==> src/rtl/mem_port_arbiter_pkg.sv <==
// Shared CPU package: memory-port arbiter state encoding and default widths.
package mem_port_arbiter_pkg;

    localparam int ADDR_W_DEF   = 32;
    localparam int DATA_W_DEF   = 32;
    localparam int MAX_WAIT_DEF = 4;

    typedef enum logic [1:0] {
        ST_IDLE = 2'd0,
        ST_RD_I = 2'd1,
        ST_RD_D = 2'd2
    } arb_state_e;

    // Width of a counter able to hold 0..max_val (never narrower than one bit).
    function automatic int cnt_width(input int max_val);
        return (max_val < 1) ? 1 : $clog2(max_val + 1);
    endfunction

endpackage

==> src/rtl/mem_port_arbiter_arb_prio_sel.sv <==
// Winner select: data port has priority unless the fetch port is being forced
// through after losing too many consecutive arbitrations.
module arb_prio_sel (
    input  logic i_req,
    input  logic d_req,
    input  logic force_i,
    output logic i_win,
    output logic d_win
);

    // Priority select with starvation override.
    always_comb begin
        i_win = i_req && (force_i || !d_req);
        d_win = d_req && !(force_i && i_req);
    end

endmodule

==> src/rtl/mem_port_arbiter.sv <==
// Two-port (fetch/data) arbiter onto a single memory port with one outstanding
// transaction, starvation protection for fetch and a sticky protocol error flag.
module mem_port_arbiter
    import mem_port_arbiter_pkg::*;
#(
    parameter int ADDR_W   = ADDR_W_DEF,
    parameter int DATA_W   = DATA_W_DEF,
    parameter int MAX_WAIT = MAX_WAIT_DEF
) (
    input  logic                clk,
    input  logic                rst_n,
    input  logic                i_req,
    input  logic [ADDR_W-1:0]   i_addr,
    output logic                i_rvalid,
    output logic [DATA_W-1:0]   i_rdata,
    input  logic                d_req,
    input  logic                d_we,
    input  logic [DATA_W/8-1:0] d_be,
    input  logic [ADDR_W-1:0]   d_addr,
    input  logic [DATA_W-1:0]   d_wdata,
    output logic                d_done,
    output logic [DATA_W-1:0]   d_rdata,
    output logic                mem_req,
    output logic                mem_we,
    output logic [DATA_W/8-1:0] mem_be,
    output logic [ADDR_W-1:0]   mem_addr,
    output logic [DATA_W-1:0]   mem_wdata,
    input  logic                mem_gnt,
    input  logic                mem_rvalid,
    input  logic [DATA_W-1:0]   mem_rdata,
    output logic                err_o
);

    localparam int BE_W = DATA_W / 8;
    localparam int WCW  = cnt_width(MAX_WAIT);
    localparam logic [WCW-1:0] WAIT_MAX = WCW'(MAX_WAIT);
    localparam logic [WCW-1:0] WAIT_ONE = WCW'(1);
    localparam logic [WCW-1:0] WAIT_ZERO = WCW'(0);

    arb_state_e     state_r, state_next_s;
    logic [WCW-1:0] wait_cnt_r, wait_cnt_next_s;
    logic           err_r, err_next_s;
    logic           idle_s, force_i_s, i_win_s, d_win_s;

    assign idle_s    = (state_r == ST_IDLE);
    assign force_i_s = (wait_cnt_r == WAIT_MAX);

    arb_prio_sel u_arb_prio_sel (
        .i_req   (i_req),
        .d_req   (d_req),
        .force_i (force_i_s),
        .i_win   (i_win_s),
        .d_win   (d_win_s)
    );

    // Read data is a pure pass-through; the valid pulses qualify it.
    assign i_rdata = mem_rdata;
    assign d_rdata = mem_rdata;
    assign err_o   = err_r;

    // Memory request mux and completion pulses, all forced low during reset.
    always_comb begin
        mem_req   = 1'b0;
        mem_we    = 1'b0;
        mem_be    = {BE_W{1'b1}};
        mem_addr  = i_addr;
        mem_wdata = {DATA_W{1'b0}};
        i_rvalid  = 1'b0;
        d_done    = 1'b0;
        if (d_win_s) begin
            mem_we    = d_we;
            mem_be    = d_be;
            mem_addr  = d_addr;
            mem_wdata = d_wdata;
        end else begin
            mem_we    = 1'b0;
        end
        if (rst_n) begin
            mem_req  = idle_s && (i_win_s || d_win_s);
            i_rvalid = (state_r == ST_RD_I) && mem_rvalid;
            d_done   = ((state_r == ST_RD_D) && mem_rvalid) ||
                       (idle_s && d_win_s && d_we && mem_gnt);
        end else begin
            mem_req  = 1'b0;
        end
    end

    // Next-state logic: a granted read parks in RD_I/RD_D until its data returns.
    always_comb begin
        state_next_s = state_r;
        case (state_r)
            ST_IDLE: begin
                if (mem_gnt && d_win_s && !d_we) begin
                    state_next_s = ST_RD_D;
                end else if (mem_gnt && i_win_s) begin
                    state_next_s = ST_RD_I;
                end else begin
                    state_next_s = ST_IDLE;
                end
            end
            ST_RD_I, ST_RD_D: begin
                if (mem_rvalid) begin
                    state_next_s = ST_IDLE;
                end else begin
                    state_next_s = state_r;
                end
            end
            default: state_next_s = ST_IDLE;
        endcase
    end

    // Count data grants that overtook a waiting fetch; saturates to force fetch.
    always_comb begin
        wait_cnt_next_s = wait_cnt_r;
        if (!i_req) begin
            wait_cnt_next_s = WAIT_ZERO;
        end else if (idle_s && mem_gnt && i_win_s) begin
            wait_cnt_next_s = WAIT_ZERO;
        end else if (idle_s && mem_gnt && d_win_s && (wait_cnt_r != WAIT_MAX)) begin
            wait_cnt_next_s = wait_cnt_r + WAIT_ONE;
        end else begin
            wait_cnt_next_s = wait_cnt_r;
        end
    end

    // Protocol errors: unsolicited read data or a grant nobody asked for.
    always_comb begin
        err_next_s = err_r;
        if ((idle_s && mem_rvalid) || (mem_gnt && !mem_req)) begin
            err_next_s = 1'b1;
        end else begin
            err_next_s = err_r;
        end
    end

    // State, starvation counter and error flag registers.
    always_ff @(posedge clk) begin
        if (!rst_n) begin
            state_r    <= ST_IDLE;
            wait_cnt_r <= WAIT_ZERO;
            err_r      <= 1'b0;
        end else begin
            state_r    <= state_next_s;
            wait_cnt_r <= wait_cnt_next_s;
            err_r      <= err_next_s;
        end
    end

endmodule

==> config.mk <==
export PLATFORM = sky130hd
export DESIGN_NAME = mem_port_arbiter
export DESIGN_NICKNAME = d
export VERILOG_FILES = /design/src/rtl/mem_port_arbiter_pkg.sv /design/src/rtl/mem_port_arbiter_arb_prio_sel.sv /design/src/rtl/mem_port_arbiter.sv
export SDC_FILE = /design/constraint.sdc
export NUM_CORES = 1
export LEC_CHECK = 0
export ABC_AREA = 1
export CAP_MARGIN = 5
export CORE_AREA = 4 4 104 106
export CTS_CLUSTER_SIZE = 14
export DETAILED_ROUTE_END_ITERATION = 8
export DIE_AREA = 0 0 108 110
export GPL_TIMING_DRIVEN = 0
export PLACE_DENSITY = 0.67
export SLEW_MARGIN = 0
export SYNTH_ARGS = -nofsm -noshare
export SYNTH_HDL_FRONTEND = slang
export SYNTH_HIERARCHICAL = 1
export SYNTH_SLANG_ARGS = --single-unit
==> constraint.sdc <==
create_clock -name clk -period 4.3 [get_ports clk]
set_input_delay 1.29 -clock clk [delete_from_list [all_inputs] [get_ports clk]]
set_output_delay 1.29 -clock clk [all_outputs]
set_load 0.005 [all_outputs]
==> run_results.csv <==
group,metric,value,unit
grt,grt_pass1_vias,2352,
finish,final_cells,627,
cts,htree_levels,1,
sta,rsz0062_at_grt,"no",
pwr,p_leak,2.18,nW
floorplanning,io_pins,276,
routing,dr_total_vias,2288,
sta,slew_violations,0,
placement,dp_hpwl,7710,microns
setup_path,end_kind,"output pin",
routing,avgRoutedWirePerCell,13.6,microns
cts,insertion_delay,220,ps
finish,diodes,0,
cts,cts_root_buf,"clkbuf_8",
setup_path,critPathMaxFanout,10,
sta,fin_ws,130,ps
cts,clkSinkCount,6,
grt,grt-ovfl-total,0,
placement,place_ws,-91.7,ps
placement,gp_congestion,0.717,
cts,clk_pin_slew,40,ps
floorplanning,die_w,108,microns
routing,firstDrtPassIters,4,
sta,setup_viol,0,
routing,ant_nets,0,
finish,mostFrequentLayoutCells,"clkdlybuf4s50_1, buf_4, nand2_1",
placement,port_buffers,243,
sta,slew_headroom,0.844,
routing,route.detailed.drc,0,
cts,cts_hold_buf,0,
setup_path,critPathArrivalTime,2880,ps
worst_hold_path,hold_class,"reg -> reg",
setup_path,crit_type,"in -> out",
floorplanning,die_area,11900,sq um
routing,drt-total-wl,8500,microns
synth,synth_cells,241,
grt,antenna_found_initial,0,
cts,cts_tree,"yes",
sta,fin_crit,4170,ps
grt,grt_pass1_wl,11800,microns
placement,place_inst,617,
grt,track_usage,0.122,
synth,ys_ff_latch,6,
floorplanning,rows,36,
floorplanning,coreArea,9770,sq um
routing,viasPerCell,3.65,
sta,hold_viol,0,
sta,max_freq,240,MHz
finish,nNetsFinal,640,
synth,syn_area,1790,sq um
synth,seq_area_frac_synth,0.0671,
finish,drive_gt1_frac,0.241,
floorplanning,die_h,110,microns
sta,period_share,0.970,
setup_path,cp-start-kind,"primary input",
sta,skew,2.71,ps
cts,cts_buffer_depth,2,
finish,syn_to_final_growth,151,%
pwr,ir_worst_vdd,0.0674,mV
job,max_cap_violations,0,
grt,grt_max_degree,11,
sta,worstMarginPinSlew,234,ps
synth,synth_cell_type_count,21,
floorplanning,start_util,0.183,
synth,avgSynthCellArea,7.43,sq um
synth,yosys_warnings,6,
cts,cts_inserted_buffers,3,
setup_path,crit_required,3010,ps
routing,drtIter0Drc,66,
pwr,p_per_area,124,nW/um^2
finish,final_common_cell,"clkdlybuf4s50_1",
synth,synth_nets,385,
run_status,status,"complete, no violations",
## final timing paths
kind                      start             to  slack [ps]  cells after the start
setup / recovery          i_req    mem_addr[9]         130                      6
hold / removal    wait_cnt_r[1]  wait_cnt_r[1]         490                      2
setup reg to reg  wait_cnt_r[0]  wait_cnt_r[2]        2520                     11
hold reg to reg   wait_cnt_r[1]  wait_cnt_r[1]         490                      2
## power breakdown
part,switching [mW],internal [mW],total [mW]
Sequential,0.00155,0.0585,0.0600
Combinational,0.111,0.303,0.415
Clock,0.0228,0.0600,0.0828
Total,0.136,0.422,0.558
## worst max-delay path, cell delays in order
cell and delay, ps:
dlygate4sd2_1 290, a21boi_4 200, buf_6 180, buf_12 150, mux2_4 290, clkdlybuf4s50_1 480
## layer usage
layer / vias up / track usage / part of all wire
li1: 1161 / - / -
met1: 997 / 0.121 / 0.32
met2: 122 / 0.253 / 0.57
met3: 8 / 0.0344 / 0.097
met4: 0 / 0.0162 / 0.0091
met5: - / 0 / 0
## state kept, by name, summed over array words and instances (netlist names)
register	flops
wait_cnt_r	3
state_r	2
err_o	1
## final cells by class
type,count,area (sq um)
Clock buffer,3,41.3
Inverter,50,188
Multi-Input combinational cell,113,893
Sequential cell,6,120
Fill cell,961,5290
Timing Repair Buffer,250,2480
Buffer,72,601
Tap cell,133,166
## cells by family after synthesis
kind of cell	after synthesis	synth area share
buffers and inverters	122	0.438
and+or+nand+nor	63	0.151
DFF	6	0.0671
muxes	32	0.264
AOI/OAI and AO/OA	13	0.0447
adders and majority gates	5	0.0349
## Yosys cell counts, drive strengths merged
cell    instances  area [sq um]
buf            72           597
ha              5          62.6
nand3           4          37.5
o21a            1          7.51
mux2           32           473
nand2          52           195
nand3b          1          7.51
a22oi           1          7.51
a21oi           7          38.8
o21ai           3          15.0
dfxtp           6           120
inv            50           188
a21boi          1          11.3
nor2            6          30.0
## metrics by stage
step            util  hold slack [ps]  total power [mW]  TNS [ps]  cell area [sq um]
2_1_floorplan      -              457             0.210         0               1790
3_3_place_gp   0.449              471             0.468     -4190               4390
3_5_place_dp   0.449              477             0.474     -4000               4390
4_1_cts        0.459              493             0.565         0               4490
5_1_grt        0.459              519             0.591         0               4490
6_report       0.459              486             0.558         0               4490
## repair_timing
item,CTS,global route
gates resized for setup,5,0
buffers inserted,5,0
endpoints found under the hold margin,0,0
setup endpoints to repair,57,0
Note: power is estimated with default switching activity, not from simulation.
